[src/rtl/audio_pkg.sv]
// Shared definitions for the CODEC audio capture path: receiver FSM encoding,
// default sample width and I2S channel constants.
package audio_pkg;

    localparam int SAMPLE_W_DEF = 16;

    typedef enum logic [1:0] {
        WAIT_SYNC = 2'd0,
        SKIP      = 2'd1,
        SHIFT     = 2'd2,
        PAD       = 2'd3
    } rx_state_e;

    localparam logic CH_L = 1'b0;
    localparam logic CH_R = 1'b1;

endpackage

[src/rtl/audio_adc_rx_if.sv]
// Frame handshake between the I2S receiver (master) and its consumer (slave):
// stereo samples, level byte, valid/ack and the sticky overrun flag.
interface audio_adc_rx_if
    import audio_pkg::*;
#(
    parameter int SAMPLE_W = SAMPLE_W_DEF
) ();

    logic                i_ack;
    logic [SAMPLE_W-1:0] o_left;
    logic [SAMPLE_W-1:0] o_right;
    logic                o_valid;
    logic                o_overrun;
    logic [7:0]          o_level;

    modport master (
        input  i_ack,
        output o_left, o_right, o_valid, o_overrun, o_level
    );

    modport slave (
        output i_ack,
        input  o_left, o_right, o_valid, o_overrun, o_level
    );

endinterface

[src/rtl/audio_in_sync.sv]
// Multi-flop synchronizer for one CODEC serial line, with a rising-edge
// detector on the synchronized value.
module audio_in_sync #(
    parameter int SYNC_STG = 2
) (
    input  logic clk,
    input  logic i_rst_n,
    input  logic i_d,
    output logic o_q,
    output logic o_rise
);

    logic [SYNC_STG-1:0] r_sync;
    logic                r_prev;

    // NOTE: sequential state uses non-blocking assignments so every flop samples pre-edge values.
    always_ff @(posedge clk or negedge i_rst_n) begin
        if (!i_rst_n) begin
            r_sync <= '0;
            r_prev <= 1'b0;
        end else begin
            r_sync <= {r_sync[SYNC_STG-2:0], i_d};
            r_prev <= r_sync[SYNC_STG-1];
        end
    end

    assign o_q    = r_sync[SYNC_STG-1];
    assign o_rise = o_q & ~r_prev;

endmodule

[src/rtl/audio_adc_rx.sv]
// I2S capture receiver: oversamples BCLK/LRCK/DAT in the clk domain, deserializes
// left/right words and hands complete stereo frames over a valid/ack interface.
module audio_adc_rx
    import audio_pkg::*;
#(
    parameter int SAMPLE_W = SAMPLE_W_DEF,
    parameter int SYNC_STG = 2
) (
    input  logic           clk,
    input  logic           iRST_N,
    input  logic           AUD_BCLK,
    input  logic           AUD_ADCLRCK,
    input  logic           AUD_ADCDAT,
    input  logic           i_en,
    audio_adc_rx_if.master bus
);

    localparam int              CNT_W    = $clog2(SAMPLE_W);
    localparam logic [CNT_W-1:0] LAST_BIT = CNT_W'(SAMPLE_W - 1);

    logic w_bclk_q, w_bclk_rise;
    logic w_lr, w_lr_rise;
    logic w_dat, w_dat_rise;

    audio_in_sync #(.SYNC_STG(SYNC_STG)) u_sync_bclk (
        .clk(clk), .i_rst_n(iRST_N), .i_d(AUD_BCLK), .o_q(w_bclk_q), .o_rise(w_bclk_rise)
    );
    audio_in_sync #(.SYNC_STG(SYNC_STG)) u_sync_lrck (
        .clk(clk), .i_rst_n(iRST_N), .i_d(AUD_ADCLRCK), .o_q(w_lr), .o_rise(w_lr_rise)
    );
    audio_in_sync #(.SYNC_STG(SYNC_STG)) u_sync_dat (
        .clk(clk), .i_rst_n(iRST_N), .i_d(AUD_ADCDAT), .o_q(w_dat), .o_rise(w_dat_rise)
    );

    rx_state_e           r_state, w_state_nxt;
    logic                r_ch, w_ch_nxt;
    logic [CNT_W-1:0]    r_bitcnt, w_bitcnt_nxt;
    logic [SAMPLE_W-2:0] r_shift, w_shift_nxt;
    logic [SAMPLE_W-1:0] w_word;
    logic                r_lr_last;
    logic                w_lr_chg;
    logic                w_store;
    logic [SAMPLE_W-1:0] r_hold_l, r_hold_r;
    logic                r_frame_done;

    assign w_word   = {r_shift, w_dat};
    // LRCK moves on the BCLK falling edge, so a slot boundary is acted on as soon as it
    // is seen; the one-bit-delay bit at the next rise then lands in SKIP.
    assign w_lr_chg = (w_lr != r_lr_last);

    // NOTE: every always_comb output gets a default first so no path infers a latch.
    always_comb begin
        w_state_nxt  = r_state;
        w_ch_nxt     = r_ch;
        w_bitcnt_nxt = r_bitcnt;
        w_shift_nxt  = r_shift;
        w_store      = 1'b0;
        if (!i_en) begin
            w_state_nxt = WAIT_SYNC;
        end else begin
            case (r_state)
                WAIT_SYNC: if (w_lr_chg && (w_lr == CH_L)) begin
                    w_ch_nxt    = CH_L;
                    w_state_nxt = SKIP;
                end
                SKIP: if (w_bclk_rise) begin
                    w_bitcnt_nxt = '0;
                    w_state_nxt  = SHIFT;
                end
                SHIFT: if (w_lr_chg) begin
                    w_ch_nxt    = w_lr;
                    w_state_nxt = SKIP;
                end else if (w_bclk_rise) begin
                    w_shift_nxt  = w_word[SAMPLE_W-2:0];
                    w_bitcnt_nxt = r_bitcnt + CNT_W'(1);
                    if (r_bitcnt == LAST_BIT) begin
                        w_store     = 1'b1;
                        w_state_nxt = PAD;
                    end
                end
                PAD: if (w_lr_chg) begin
                    w_ch_nxt    = w_lr;
                    w_state_nxt = SKIP;
                end
                default: w_state_nxt = WAIT_SYNC;
            endcase
        end
    end

    always_ff @(posedge clk or negedge iRST_N) begin
        if (!iRST_N) begin
            r_state      <= WAIT_SYNC;
            r_ch         <= CH_L;
            r_bitcnt     <= '0;
            r_shift      <= '0;
            r_lr_last    <= 1'b0;
            r_hold_l     <= '0;
            r_hold_r     <= '0;
            r_frame_done <= 1'b0;
        end else begin
            r_state      <= w_state_nxt;
            r_ch         <= w_ch_nxt;
            r_bitcnt     <= w_bitcnt_nxt;
            r_shift      <= w_shift_nxt;
            if (w_bclk_rise) r_lr_last <= w_lr;
            if (w_store && (r_ch == CH_L)) r_hold_l <= w_word;
            if (w_store && (r_ch == CH_R)) r_hold_r <= w_word;
            r_frame_done <= w_store && (r_ch == CH_R);
        end
    end

    // Level: |left| with one guard bit so the most negative sample saturates.
    logic [SAMPLE_W:0] w_sext, w_abs;
    logic [7:0]        w_level;

    assign w_sext  = {r_hold_l[SAMPLE_W-1], r_hold_l};
    assign w_abs   = w_sext[SAMPLE_W] ? (~w_sext + (SAMPLE_W+1)'(1)) : w_sext;
    assign w_level = (w_abs[SAMPLE_W] | w_abs[SAMPLE_W-1]) ? 8'hFF : w_abs[SAMPLE_W-2 -: 8];

    logic [SAMPLE_W-1:0] r_left, r_right;
    logic                r_valid, r_overrun;
    logic [7:0]          r_level;

    always_ff @(posedge clk or negedge iRST_N) begin
        if (!iRST_N) begin
            r_left    <= '0;
            r_right   <= '0;
            r_level   <= '0;
            r_valid   <= 1'b0;
            r_overrun <= 1'b0;
        end else if (!i_en) begin
            r_valid   <= 1'b0;
            r_overrun <= 1'b0;
        end else if (r_frame_done) begin
            r_left  <= r_hold_l;
            r_right <= r_hold_r;
            r_level <= w_level;
            r_valid <= 1'b1;
            if (r_valid && !bus.i_ack) r_overrun <= 1'b1;
        end else if (bus.i_ack) begin
            r_valid <= 1'b0;
        end
    end

    assign bus.o_left    = r_left;
    assign bus.o_right   = r_right;
    assign bus.o_level   = r_level;
    assign bus.o_valid   = r_valid;
    assign bus.o_overrun = r_overrun;

    logic w_unused;
    assign w_unused = ^{w_bclk_q, w_lr_rise, w_dat_rise, w_abs[SAMPLE_W-10:0]};

endmodule
[src/flat_wrapper.sv]
// flat-port wrapper written by rule: the top's interface ports become plain ports
module audio_adc_rx_flat import audio_pkg::*;
#(
    parameter int SAMPLE_W = SAMPLE_W_DEF,
    parameter int SYNC_STG = 2
)
  (clk, iRST_N, AUD_BCLK, AUD_ADCLRCK, AUD_ADCDAT, i_en, bus_i_ack, bus_o_left, bus_o_right, bus_o_valid, bus_o_overrun, bus_o_level);
  audio_adc_rx_if #(.SAMPLE_W(SAMPLE_W)) bus_i ();
  input  logic clk;
  input  logic iRST_N;
  input  logic AUD_BCLK;
  input  logic AUD_ADCLRCK;
  input  logic AUD_ADCDAT;
  input  logic i_en;
  input wire logic [$bits(bus_i.i_ack)-1:0] bus_i_ack;
  output wire logic [$bits(bus_i.o_left)-1:0] bus_o_left;
  output wire logic [$bits(bus_i.o_right)-1:0] bus_o_right;
  output wire logic [$bits(bus_i.o_valid)-1:0] bus_o_valid;
  output wire logic [$bits(bus_i.o_overrun)-1:0] bus_o_overrun;
  output wire logic [$bits(bus_i.o_level)-1:0] bus_o_level;
  assign bus_i.i_ack = bus_i_ack;
  assign bus_o_left = bus_i.o_left;
  assign bus_o_right = bus_i.o_right;
  assign bus_o_valid = bus_i.o_valid;
  assign bus_o_overrun = bus_i.o_overrun;
  assign bus_o_level = bus_i.o_level;
  audio_adc_rx #(.SAMPLE_W(SAMPLE_W), .SYNC_STG(SYNC_STG)) u_core (.clk(clk), .iRST_N(iRST_N), .AUD_BCLK(AUD_BCLK), .AUD_ADCLRCK(AUD_ADCLRCK), .AUD_ADCDAT(AUD_ADCDAT), .i_en(i_en), .bus(bus_i));
endmodule
[config.mk]
export PLATFORM = sky130hd
export DESIGN_NAME = audio_adc_rx_flat
export DESIGN_NICKNAME = d
export VERILOG_FILES = /design/src/rtl/audio_pkg.sv /design/src/rtl/audio_adc_rx_if.sv /design/src/rtl/audio_in_sync.sv /design/src/rtl/audio_adc_rx.sv /design/src/flat_wrapper.sv
export SDC_FILE = /design/constraint.sdc
export NUM_CORES = 1
export LEC_CHECK = 0
export ABC_AREA = 1
export BUFFER_PORTS_ARGS = -buffer_cell sky130_fd_sc_hd__buf_4
export CORE_ASPECT_RATIO = 0.8
export CORE_MARGIN = 5
export CORE_UTILIZATION = 55
export CTS_BUF_LIST = sky130_fd_sc_hd__clkbuf_8
export DETAILED_ROUTE_END_ITERATION = 10
export GPL_TIMING_DRIVEN = 0
export HOLD_SLACK_MARGIN = 0.06
export MAX_ROUTING_LAYER = met4
export PLACE_DENSITY = 0.76
export REMOVE_ABC_BUFFERS = 1
export SYNTH_ARGS = -nofsm -noshare
export SYNTH_HDL_FRONTEND = slang
export SYNTH_SLANG_ARGS = --single-unit
[constraint.sdc]
create_clock -name clk -period 4.3 [get_ports clk]
set_clock_uncertainty 0.1 [all_clocks]
set_input_delay 0.215 -clock clk [delete_from_list [all_inputs] [get_ports clk]]
set_output_delay 0.215 -clock clk [all_outputs]
set_load 0.01 [all_outputs]
# [Word level (Yosys, flattened, before mapping)]
# Cells that the tools add are included.
[word_totals] regBits=105 latchBits=0 ram_bits=0 rom_bits=0 in_bits=7 output_inout_bits=42 elab_cells=87 memories=0
[op_classes] addsub=2 mul=0 div=0 magnitude_cmp=0 n_eq_ne=18 shifts=0 mux=28 bitwise=7 n_reduce_logical=15
[op_table] cell="adder 17 x 1 -> 17 bit, second input constant" n=1
[op_table] cell="2-to-1 mux 17 bit" n=1
[op_table] cell="NOT 17 bit" n=1
[op_table] cell="2-to-1 mux 2 bit" n=7
[op_table] cell="2-to-1 mux 1 bit" n=13
[op_table] cell="2-to-1 mux 4 bit" n=3
[op_table] cell="AND reduction 5 bit" n=2
[op_table] cell="2-to-1 mux 8 bit" n=1
[op_table] cell="!= test 2 x 1 -> 1 bit, second input constant" n=4
[op_table] cell="one-hot mux 2 bit (4 select lines)" n=1
[op_table] cell="one-hot mux 4 bit (2 select lines)" n=1
[op_table] cell="AND reduction 4 bit" n=2
[op_table] cell="!= test 2 bit, second input constant" n=3
[op_table] cell="!= test 3 x 2 -> 1 bit, second input constant" n=2
[op_table] cell="adder 4 x 1 -> 4 bit, second input constant" n=1
[op_table] cell="== test 2 bit, second input constant" n=2
[op_table] cell="== test 4 bit, second input constant" n=1
[op_table] cell="logical AND 1 bit" n=4
[op_table] cell="!= test 4 x 2 -> 1 bit, second input constant" n=1
[op_table] cell="!= test 4 x 3 -> 1 bit, second input constant" n=1
[op_table] cell="NOT 1 bit" n=4
[op_table] cell="AND reduction 2 bit" n=2
[op_table] cell="nonzero test 2 bit" n=2
[op_table] cell="!= test 3 x 1 -> 1 bit, second input constant" n=1
[op_table] cell="other kinds (9)" n=9

# [Logic depth before layout (Yosys ltp)]
# Gate-level depths: netlist (run 1).
[logic_depth] depth_word=7 depth_mapped=10 ltp_nobuf=9

# [Modules after synthesis]
# From an unflattened synthesis (run 1), not the netlist that was laid out.
[hier_totals] hier_cells=493 area_unflattened_um2=4481.8
[by_module_without_submodules] module="audio_adc_rx" n_inst=1 cells_each=478 area_each_um2=4226.6 seq_area_each_um2=2452.4
[by_module_without_submodules] module="audio_in_sync" n_inst=3 cells_each=5 area_each_um2=85.1 seq_area_each_um2=75.1

# [Worst setup path after synthesis (run 1)]
# Ideal clock, no wire load.
[synth_path] path_type="reg2reg" startpoint="reg u_core.r_state[0]" endpoint="reg u_core.r_hold_l[11]" setup_time_ps=119 t_arrival_ps=1394 t_required_ps=4081 slack_ps=2687 path_stages_with_launch=11 n_path_buf=1 period_less_slack_ps=1613 cell_sequence="dfrtp_1 > inv_1 > ha_1 > nand2_1 > inv_2 > nand2_2 > inv_2 > nand3b_4 > buf_6 > nand2_1 > o21ai_2"
[synth_between] elab_chain_cells=4
[synth_lines] element="start: declaration" line_no="audio_adc_rx.sv:35" text="rx_state_e r_state, w_state_nxt;"
[synth_lines] element="start signal: assignment" line_no="audio_adc_rx.sv:101" text="r_state <= w_state_nxt;"
[synth_lines] element="== test 2 bit" line_no="audio_adc_rx.sv:61" text="case (r_state)"
[synth_lines] element="2-to-1 mux 1 bit" line_no="audio_adc_rx.sv:61"
[synth_lines] element="2-to-1 mux 1 bit" line_no="audio_adc_rx.sv:58" text="if (!i_en) begin"
[synth_lines] element="logical AND 1 bit" line_no="audio_adc_rx.sv:106" text="if (w_store && (r_ch == CH_L)) r_hold_l <= w_word;"
[synth_lines] element="end signal: assignment" line_no="audio_adc_rx.sv:106"
[synth_lines] element="end: declaration" line_no="audio_adc_rx.sv:43" text="logic [SAMPLE_W-1:0] r_hold_l, r_hold_r;"
# No other way between the ends.
# A chain may end at the register's enable or synchronous reset.

# [Final worst setup path (run 1)]
[layout_path] startpoint="reg u_core.r_state[0]" endpoint="reg u_core.r_hold_l[2]"
# Same word-level chain as after synthesis.

==> flow_metrics.tcl, run 1 <==
set metrics [dict create \
    n_antenna_cell 0 \
    slew_headroom_pct 37.7 \
    synthArstFlopShare_pct 100 \
    multi_input_area_um2 1520 \
    finalCoreUtilization_pct 64.3 \
    critPathArrivalTime_ns 2.62 \
    reg2reg_depth 9 \
    yosys.area_share.xor_xnor_pct 0.395 \
    htree_num_levels 3 \
    synth_edf_count 0 \
    die_area_um2 9960 \
    fin_crit_sh_pct 57.5 \
    place.gp.congestion 0.866 \
    synth_top_area_share_pct 59.3 \
    viasPerCell 4.97 \
    fin_crit_ns 2.47 \
    vias 3151 \
    dr.pass1.iters 4 \
    detail-route-antenna-nets 0 \
    fin_nets 535 \
    setup_ws_ns 1.83 \
    post-cts-setup-buffers 0 \
    drc_errors 0 \
    yosys.area_share.simple_pct 19.6 \
    cts_root_buf "clkbuf_8" \
    hold_end "u_core.u_sync_lrck.r_sync[1]" \
    synth_cell_types 24 \
    rsz0062_at_grt "no" \
    fmax_mhz 405 \
    outcome "completed" \
    finalWirelength_um 8140 \
    design_area_um2 5090 \
    clkTransAtPathRegs_ns 0.09 \
    synthTopCellsByCount "nand2_1, dfrtp_1, inv_1, nor2_1, o21ai_2" \
    synth_compound_area_share_pct 12.5 \
    synth_top_family_by_area "simple AND/OR/NAND/NOR gates" \
    grtUsageTotal_pct 18.5 \
    die-width_um 110 \
    muxShareOfSynthArea_pct 0 \
    synth_cells 473 \
    overflow 0 \
    synth_area_leaders "dfrtp_1, nand2_1, o21ai_2" \
    syn_avg_cell_area_um2 9.37 \
    synth_fa_ha_area_share_pct 1.69 \
    end_kind "flop" \
    yosysTopAreaCell "dfrtp_1" \
    hold_path.class "reg2reg" \
    placed_area_um2 4810 \
    drt_iter0_drc 185 \
    num_rows 29 \
    cap_violations 0 \
    portBuffers 48 \
    startpoint_type "flop" \
    final_layout_size_suffix_gt1_share_pct 20.5 \
    ys_warn_count 0 \
    vdd_drop_max_v 0.000202 \
    cts_tree "built" \
    hold_depth 0 \
    dp_slack_ns 1.62 \
    synth.ff_latch_count 105 \
    p_leak_nw 2.65 \
    die_h_um 90.3 \
    fillers 678 \
    place_hpwl_um 5400 \
    critical_path.max_fanout 32 \
    area_growth_pct 14.8 \
    maxSlewViolCount 0 \
    cts.sink_count 105 \
    seqCellArea_um2 2630 \
    core_area_um2 7910 \
    clk_path_buf_depth 2 \
    grt_pass1_wl_um 14200 \
    setup.worst_path.class "reg2reg" \
    cts_buffers 9 \
    antenna_found_initial 0 \
    floorplan.initialDensity_pct 56.0 \
    grt_start_max_net_pins 106 \
    cp.required_ns 4.45 \
    tightestPinTransition_ns 0.934 \
    clock_latency_ns 0.37 \
    power_density_nw_per_um2 341 \
    r2r_setup_slack_ns 1.83 \
    ys.flop_type "dfrtp_1" \
    finalSetupViolCount 0 \
    netlist_area_um2 4430 \
    timing.rr.start "u_core.r_state[0]" \
    hold_viol_final 0 \
    synth.most_common_cell "nand2_1" \
    timing.rr.end "u_core.r_hold_l[2]" \
    finalSetupTns_ns 0 \
    grt_pass1_vias 3097 \
    min_from "u_core.u_sync_lrck.r_sync[0]" \
    yosysSeqAreaShare_pct 59.3 \
    wl_per_cell_um 12.8 \
    ios 49 \
]
-- layer usage --
layer	track usage (%)	share of wire [%]	routed length, um
met1	23.4	46	3770
met2	29.3	48	3890
met3	3.65	4.6	372
met4	6.97	1.4	114
met5	-	0	0
-- metrics by stage --
stage | hold WS (ns) | power, mW | instances
after floorplan | -0.181 | 1.11 | 456
after global placement | 0.225 | 1.14 | 612
after detailed placement | 0.226 | 1.15 | 612
after CTS | 0.0689 | 1.75 | 633
after global routing | 0.272 | 1.81 | 634
final | 0.256 | 1.74 | 634
-- kinds of logic after synthesis --
logic type      count (synthesis)
compound gates                 82
xor+xnor                        2
fa+ha+maj                       6
buf+inv                        64
flops                         105
simple gates                  214
-- report_power, final --
part	switching, mW	total (mW)	leakage [nW]	internal, mW
Sequential	0.0177	1.03	1.44	1.01
Clock	0.304	0.597	0.104	0.294
Combinational	0.0721	0.110	1.10	0.0376
-- critical path, stage by stage, from the launching register on --
cell and delay [ns]:
dfrtp_1 0.43, inv_1 0.10, ha_1 0.26, nand2_1 0.13
inv_2 0.11, nand2_2 0.31, inv_2 0.21, nand3b_4 0.37
nand2_1 0.24, o21ai_2 0.07
-- area by class of cell --
| type | instances | share of cell area, % |
|---|---|---|
| Sequential cell | 105 | 51.6 |
| Multi-Input combinational cell | 304 | 29.8 |
| Timing Repair Buffer | 55 | 8.53 |
| Inverter | 47 | 3.47 |
| Clock buffer | 11 | 2.98 |
| Tap cell | 108 | 2.66 |
| Clock inverter | 4 | 0.885 |
-- sequential cells by signal, indices dropped and copies added, names as in the netlist --
register / cells
u_core.r_frame_done: 1
u_core.r_hold_l: 16
u_core.u_sync_bclk.r_prev: 1
u_core.bus.o_valid: 1
u_core.u_sync_bclk.r_sync: 2
u_core.bus.o_level: 8
u_core.bus.o_left: 16
u_core.bus.o_overrun: 1
u_core.u_sync_dat.r_sync: 2
u_core.bus.o_right: 16
u_core.r_bitcnt: 4
u_core.r_lr_last: 1
u_core.r_hold_r: 16
u_core.r_shift: 15
u_core.u_sync_lrck.r_sync: 2
u_core.r_ch: 1
u_core.r_state: 2
-- cells in the final DEF, fill, tap and decap left out, drive strengths merged --
master	n
clkinvlp	1
nor2	37
inv	49
o21bai	1
xor2	2
buf	48
a21oi	8
o21ai	68
a32o	1
clkbuf	11
ha	6
bufinv	1
dlygate4sd3	7
a22oi	1
nand2	160
nand3b	1
dfrtp	105
nand3	16
o211ai	3
-- worst max-delay path by stage --
stage               cells after the start  slack [ns]           startpoint                    end
finish                                  9        1.83    u_core.r_state[0]     u_core.r_hold_l[2]
global route                            9        1.53    u_core.r_state[0]     u_core.r_hold_r[6]
CTS                                     7        1.45                 i_en  u_core.bus.o_level[5]
detailed placement                      5        1.62  u_core.r_frame_done  u_core.bus.o_level[5]
global placement                        6        1.67                 i_en  u_core.bus.o_level[5]
floorplan                               9        2.31    u_core.r_state[0]     u_core.r_hold_r[0]
-- what timing repair did --
action	in CTS	in global routing
gates resized for setup	0	0
setup endpoints to repair	0	0
hold endpoints to repair	7	105
hold buffers	6	1
No activity file was read; power rests on OpenSTA's default activity.
==> run 2, diff against run 1 <==
clock period = 2.4 ns   (was 4.3 ns; I/O delays follow)
==> run 2 against run 1 <==
Combinational power increased by 78%. Via count is 0.67% lower. Sequential share of layout area shrank 0.076 points. Global-route usage about the same.
==> flow_metrics.tcl, run 2 (same netlist as run 1, synthesis figures left out) <==
set metrics [dict create \
    outcome "completed" \
    r2r_setup_slack_ns 0.13 \
    die_area_um2 9960 \
    antenna_found_initial 0 \
    top_usage_layer "met2" \
    fmax_mhz 440 \
    hold_path.class "reg2reg" \
    setup_ws_ns 0.128 \
    slew_headroom_pct 39.1 \
    timing.rr.start "u_core.r_state[0]" \
    place_hpwl_um 5400 \
    multi_input_area_um2 1530 \
    pwr-share-comb_pct 6.3 \
    grt_start_max_net_pins 106 \
    seqCellArea_um2 2630 \
    dp_slack_ns -0.283 \
    n_antenna_cell 0 \
    drc_errors 0 \
    die-width_um 110 \
    grtUsageTotal_pct 18.5 \
    vias 3130 \
    cts_tree "built" \
    reg2reg_depth 9 \
    dr.pass1.iters 4 \
    grt_use_met2_pct 29.3 \
    p_clk_share_pct 34.4 \
    crit_chain "inv_1, ha_2, nand2_1, inv_2, nand2_4, inv_2, nand3b_4, nand2_1, o21ai_2" \
    worst_path_largest_cell_delay_ns 0.43 \
    crit_slowest_cell "dfrtp_1" \
    hold_viol_final 0 \
    power_switching_uw 701 \
    overflow 0 \
    clk_path_buf_depth 2 \
    cts.sink_count 105 \
    grt_use_met3_pct 3.65 \
    cp.required_ns 2.54 \
    tightestPinTransition_ns 0.914 \
    p_seq_share_pct 59.3 \
    hold_depth 0 \
    grtUsageMet1_pct 23.5 \
    final_common_cell "nand2_1" \
    cts_buffers 9 \
    grt_pass1_wl_um 14200 \
    wl_per_cell_um 12.8 \
    finalWirelength_um 8140 \
    cp.depth 9 \
    crit_buf_inv 3 \
    die_h_um 90.3 \
    min_from "u_core.u_sync_lrck.r_sync[0]" \
    final_layout_size_suffix_gt1_share_pct 20.7 \
    floorplan.initialDensity_pct 56.0 \
    clkTransAtPathRegs_ns 0.09 \
    crit_family "simple AND/OR/NAND/NOR gates" \
    critPathArrivalTime_ns 2.42 \
    setup.worst_path.class "reg2reg" \
    critical_path.max_fanout 32 \
    detail-route-antenna-nets 0 \
    finalSetupViolCount 0 \
    placed_area_um2 4810 \
    grt_pass1_vias 3111 \
    startpoint_type "flop" \
    p_int_mw 2.41 \
    p_leak_nw 2.66 \
    cap_violations 0 \
    core_area_um2 7910 \
    area_growth_pct 15.0 \
    place.gp.congestion 0.866 \
    p_sw_share_pct 22.6 \
    fin_nets 535 \
    fillers 678 \
    viasPerCell 4.94 \
    drt_iter0_drc 196 \
    power_density_nw_per_um2 610 \
    ios 49 \
    portBuffers 48 \
    clock_latency_ns 0.36 \
    num_rows 29 \
    holdWs_ns 0.256 \
    cts_root_buf "clkbuf_8" \
    fin_crit_ns 2.27 \
    final_cell_mix "nand2_1, dfrtp_1, buf_4, inv_1, nor2_1" \
    vdd_drop_max_v 0.000364 \
    end_kind "flop" \
    hold_end "u_core.u_sync_lrck.r_sync[1]" \
    rsz0062_at_grt "yes" \
    maxSlewViolCount 0 \
    htree_num_levels 3 \
    design_area_um2 5090 \
    timing.rr.end "u_core.r_hold_l[2]" \
    fin_crit_sh_pct 94.7 \
]
==> run 2: cell types whose count changed in the layout (fill, tap and decap cells not counted) <==
cell	previous run	this run
ha_1	6	5
ha_2	0	1
nand2_2	2	1
nand2_4	0	1
==> run 2: per-layer routing <==
layer,routed length [um],vias up
met5,0,-
met1,3780,1489
li1,-,1577
met3,364,11
met4,137,0
met2,3860,53
==> run 2: cell type report <==
| cell class | count | share of cell area [%] |
|---|---|---|
| Clock buffer | 11 | 2.97 |
| Sequential cell | 105 | 51.6 |
| Multi-Input combinational cell | 304 | 29.9 |
| Timing Repair Buffer | 55 | 8.52 |
| Tap cell | 108 | 2.65 |
| Inverter | 47 | 3.46 |
| Clock inverter | 4 | 0.884 |
==> run 2: power by group through the flow <==
stage / registers, mW / clock network, mW / logic, mW
finish: 1.84 / 1.07 / 0.196
CTS: 1.84 / 1.10 / 0.195
global placement: 1.87 / 0 / 0.174
detailed placement: 1.88 / 0 / 0.185
global route: 1.85 / 1.17 / 0.223
floorplan: 1.87 / 0 / 0.115
==> run 2: repair_timing <==
action / CTS / global route
pin swaps: 0 / 0
cloned: 0 / 0
hold buffers: 7 / 0
endpoints found under the setup margin: 63 / 32
buffers inserted: 0 / 0
resized for setup: 2 / 1
endpoints found under the hold margin: 112 / 0
==> run 2: how the worst max path moves through the flow <==
stage                   startpoint                    end  slack (ns)
4_1_cts          u_core.r_state[0]     u_core.r_hold_r[8]        0.08
5_1_grt          u_core.r_state[0]     u_core.r_hold_r[6]       -0.08
6_report         u_core.r_state[0]     u_core.r_hold_l[2]        0.13
2_1_floorplan    u_core.r_state[0]     u_core.r_hold_r[0]        0.41
3_5_place_dp   u_core.r_frame_done  u_core.bus.o_level[5]       -0.28
3_3_place_gp   u_core.r_frame_done  u_core.bus.o_level[5]       -0.23
==> run 2: through the flow <==
step	std cells	power, mW	utilization, %	TNS [ns]
finish	634	3.11	64.4	0
CTS	634	3.14	64.3	0
floorplan	456	1.98	-	0
detailed placement	612	2.06	60.9	-3.87
global placement	612	2.05	60.9	-1.72
global route	634	3.23	64.4	-0.899
==> run 3, diff against run 2 <==
ABC_AREA = unset   (was 1)
==> run 3 against run 2 <==
Cell area is 2.8% lower. Routed wire length is 5.7% lower. Register-to-register slack better by 0.15 ns. Cell count is 17% lower. Critical path depth is 4 lower. Global-route usage is 0.47 points lower. Highest routed layer unchanged.
==> flow_metrics.tcl, run 3 <==
set metrics [dict create \
    synth_top_area_share_pct 62.4 \
    rsz0062_at_grt "no" \
    ys.flop_type "dfrtp_1" \
    die-width_um 108 \
    synth.most_common_cell "nand2_1" \
    crit_family "simple AND/OR/NAND/NOR gates" \
    synth_cell_types 40 \
    cap_violations 0 \
    cts.sink_count 105 \
    outcome "completed" \
    synth_cells 359 \
    ys_warn_count 0 \
    die_area_um2 9510 \
    hold_path.class "reg2reg" \
    worst_path_largest_cell_delay_ns 0.52 \
    min_from "u_core.u_sync_lrck.r_sync[0]" \
    design_area_um2 4950 \
    p_leak_nw 2.64 \
    htree_num_levels 3 \
    synthTopCellsByCount "nand2_1, dfrtp_1, mux2_2, o21ai_0" \
    yosysTopAreaCell "dfrtp_1" \
    finalSetupViolCount 0 \
    clk_path_buf_depth 2 \
    setup.worst_path.class "reg2reg" \
    synth_area_leaders "dfrtp_1, mux2_2, nand2_1" \
    area_growth_pct 17.7 \
    place_hpwl_um 4700 \
    fin_crit_sh_pct 88.3 \
    crit_slowest_cell "nor2_2" \
    viasPerCell 5.19 \
    end_kind "flop" \
    vias 2733 \
    crit_path_start "u_core.r_state[0]" \
    total_power_mw 2.98 \
    detail-route-antenna-nets 0 \
    die_h_um 88.2 \
    synthArstFlopShare_pct 100 \
    finalWirelength_um 7680 \
    num_rows 28 \
    ios 49 \
    grt_pass1_vias 2754 \
    dr.pass1.iters 4 \
    place.gp.congestion 0.761 \
    clkTransAtPathRegs_ns 0.09 \
    crit_buf_inv 1 \
    fin_nets 430 \
    drc_errors 0 \
    floorplan.initialDensity_pct 56.7 \
    crit_chain "inv_1, ha_1, nand2_1, nor2_2, mux2_2" \
    timing.rr.start "u_core.r_state[0]" \
    hold_viol_final 0 \
    critical_path.max_fanout 10 \
    core_area_um2 7430 \
    cts_buffers 9 \
    grt_pass1_wl_um 13000 \
    yosysSeqAreaShare_pct 62.4 \
    antenna_found_initial 0 \
    drt_iter0_drc 104 \
    synth.ff_latch_count 105 \
    final_common_cell "nand2_1" \
    n_antenna_cell 0 \
    overflow 0 \
    final_cell_mix "nand2_1, dfrtp_1, buf_4, mux2_2, o21ai_0" \
    slew_headroom_pct 8.15 \
    wl_per_cell_um 14.6 \
    placed_area_um2 4640 \
    startpoint_type "flop" \
    cts_tree "built" \
    vdd_drop_max_v 0.000344 \
    fmax_mhz 472 \
    portBuffers 48 \
    setup_ws_ns 0.281 \
    maxSlewViolCount 0 \
    power_density_nw_per_um2 601 \
    critPathArrivalTime_ns 2.27 \
    final_layout_size_suffix_gt1_share_pct 28.9 \
    netlist_area_um2 4210 \
    syn_avg_cell_area_um2 11.7 \
    clock_latency_ns 0.37 \
    cp.required_ns 2.56 \
    synth_edf_count 0 \
    grt_start_max_net_pins 106 \
    fin_crit_ns 2.12 \
    cts_root_buf "clkbuf_8" \
    dp_slack_ns -0.679 \
    tightestPinTransition_ns 1.38 \
    grtUsageTotal_pct 18.0 \
]
==> run 3: where the power goes <==
| part | internal, mW | total (mW) | switching [mW] |
|---|---|---|---|
| Sequential | 1.78 | 1.80 | 0.0129 |
| Clock | 0.474 | 1.05 | 0.581 |
| Combinational | 0.0474 | 0.123 | 0.0761 |
==> run 3: stage by stage <==
stage / hold slack [ns] / util [%] / std cells / TNS [ns]
floorplan: -0.276 / - / 346 / -0.198
global placement: 0.130 / 62.5 / 499 / -11.59
detailed placement: 0.131 / 62.5 / 499 / -13.31
CTS: 0.262 / 66.3 / 524 / 0
global route: 0.264 / 66.7 / 527 / 0
finish: 0.259 / 66.7 / 527 / 0
==> run 3: cell families after synthesis <==
| group | after synthesis | share of synthesized area, % |
|---|---|---|
| adder cells (fa/ha/maj) | 6 | 1.78 |
| flip-flops | 105 | 62.4 |
| multiplexers | 48 | 12.8 |
| AO/OA/AOI/OAI | 33 | 4.64 |
| AND/OR/NAND/NOR | 141 | 15.0 |
| XOR/XNOR | 6 | 1.25 |
| buffers and inverters | 20 | 2.05 |
==> run 3: per-layer routing <==
layer,track usage (%),vias to the layer above,share of wire (%)
li1,-,1307,-
met1,23.6,1362,47
met2,27.9,55,47
met3,5.47,9,4.7
met4,4.47,0,0.99
met5,-,-,0
==> run 3: path summary, 6_finish.rpt <==
check | to | slack [ns] | depth (start not counted)
worst max register to register | u_core.r_shift[4] | 0.28 | 5
worst min register to register | u_core.u_sync_lrck.r_sync[1] | 0.26 | 0
worst min-delay path | u_core.u_sync_lrck.r_sync[1] | 0.26 | 0
max in group asynchronous | u_core.bus.o_level[4] | 1.26 | 2
min in group asynchronous | u_core.bus.o_valid | 0.33 | 2
worst max-delay path | u_core.r_shift[4] | 0.28 | 5
==> run 3: what timing repair did <==
item                                    in CTS  in global routing
hold buffers                                 7                  0
setup buffers                                2                  2
endpoints found under the setup margin      35                 21
resized for setup                            2                  1
hold endpoints to repair                   113                  0
pin swaps                                    3                  1
gates cloned                                 0                  1
==> run 3: layout make-up <==
cell class / instances / area (um2)
sequential: 105 / 2630
clock inverter: 7 / 62.6
timing repair buffer: 59 / 464
tap: 105 / 131
fill: 586 / 2470
multi-input combinational: 235 / 1520
clock buffer: 9 / 124
inverter: 7 / 26.3
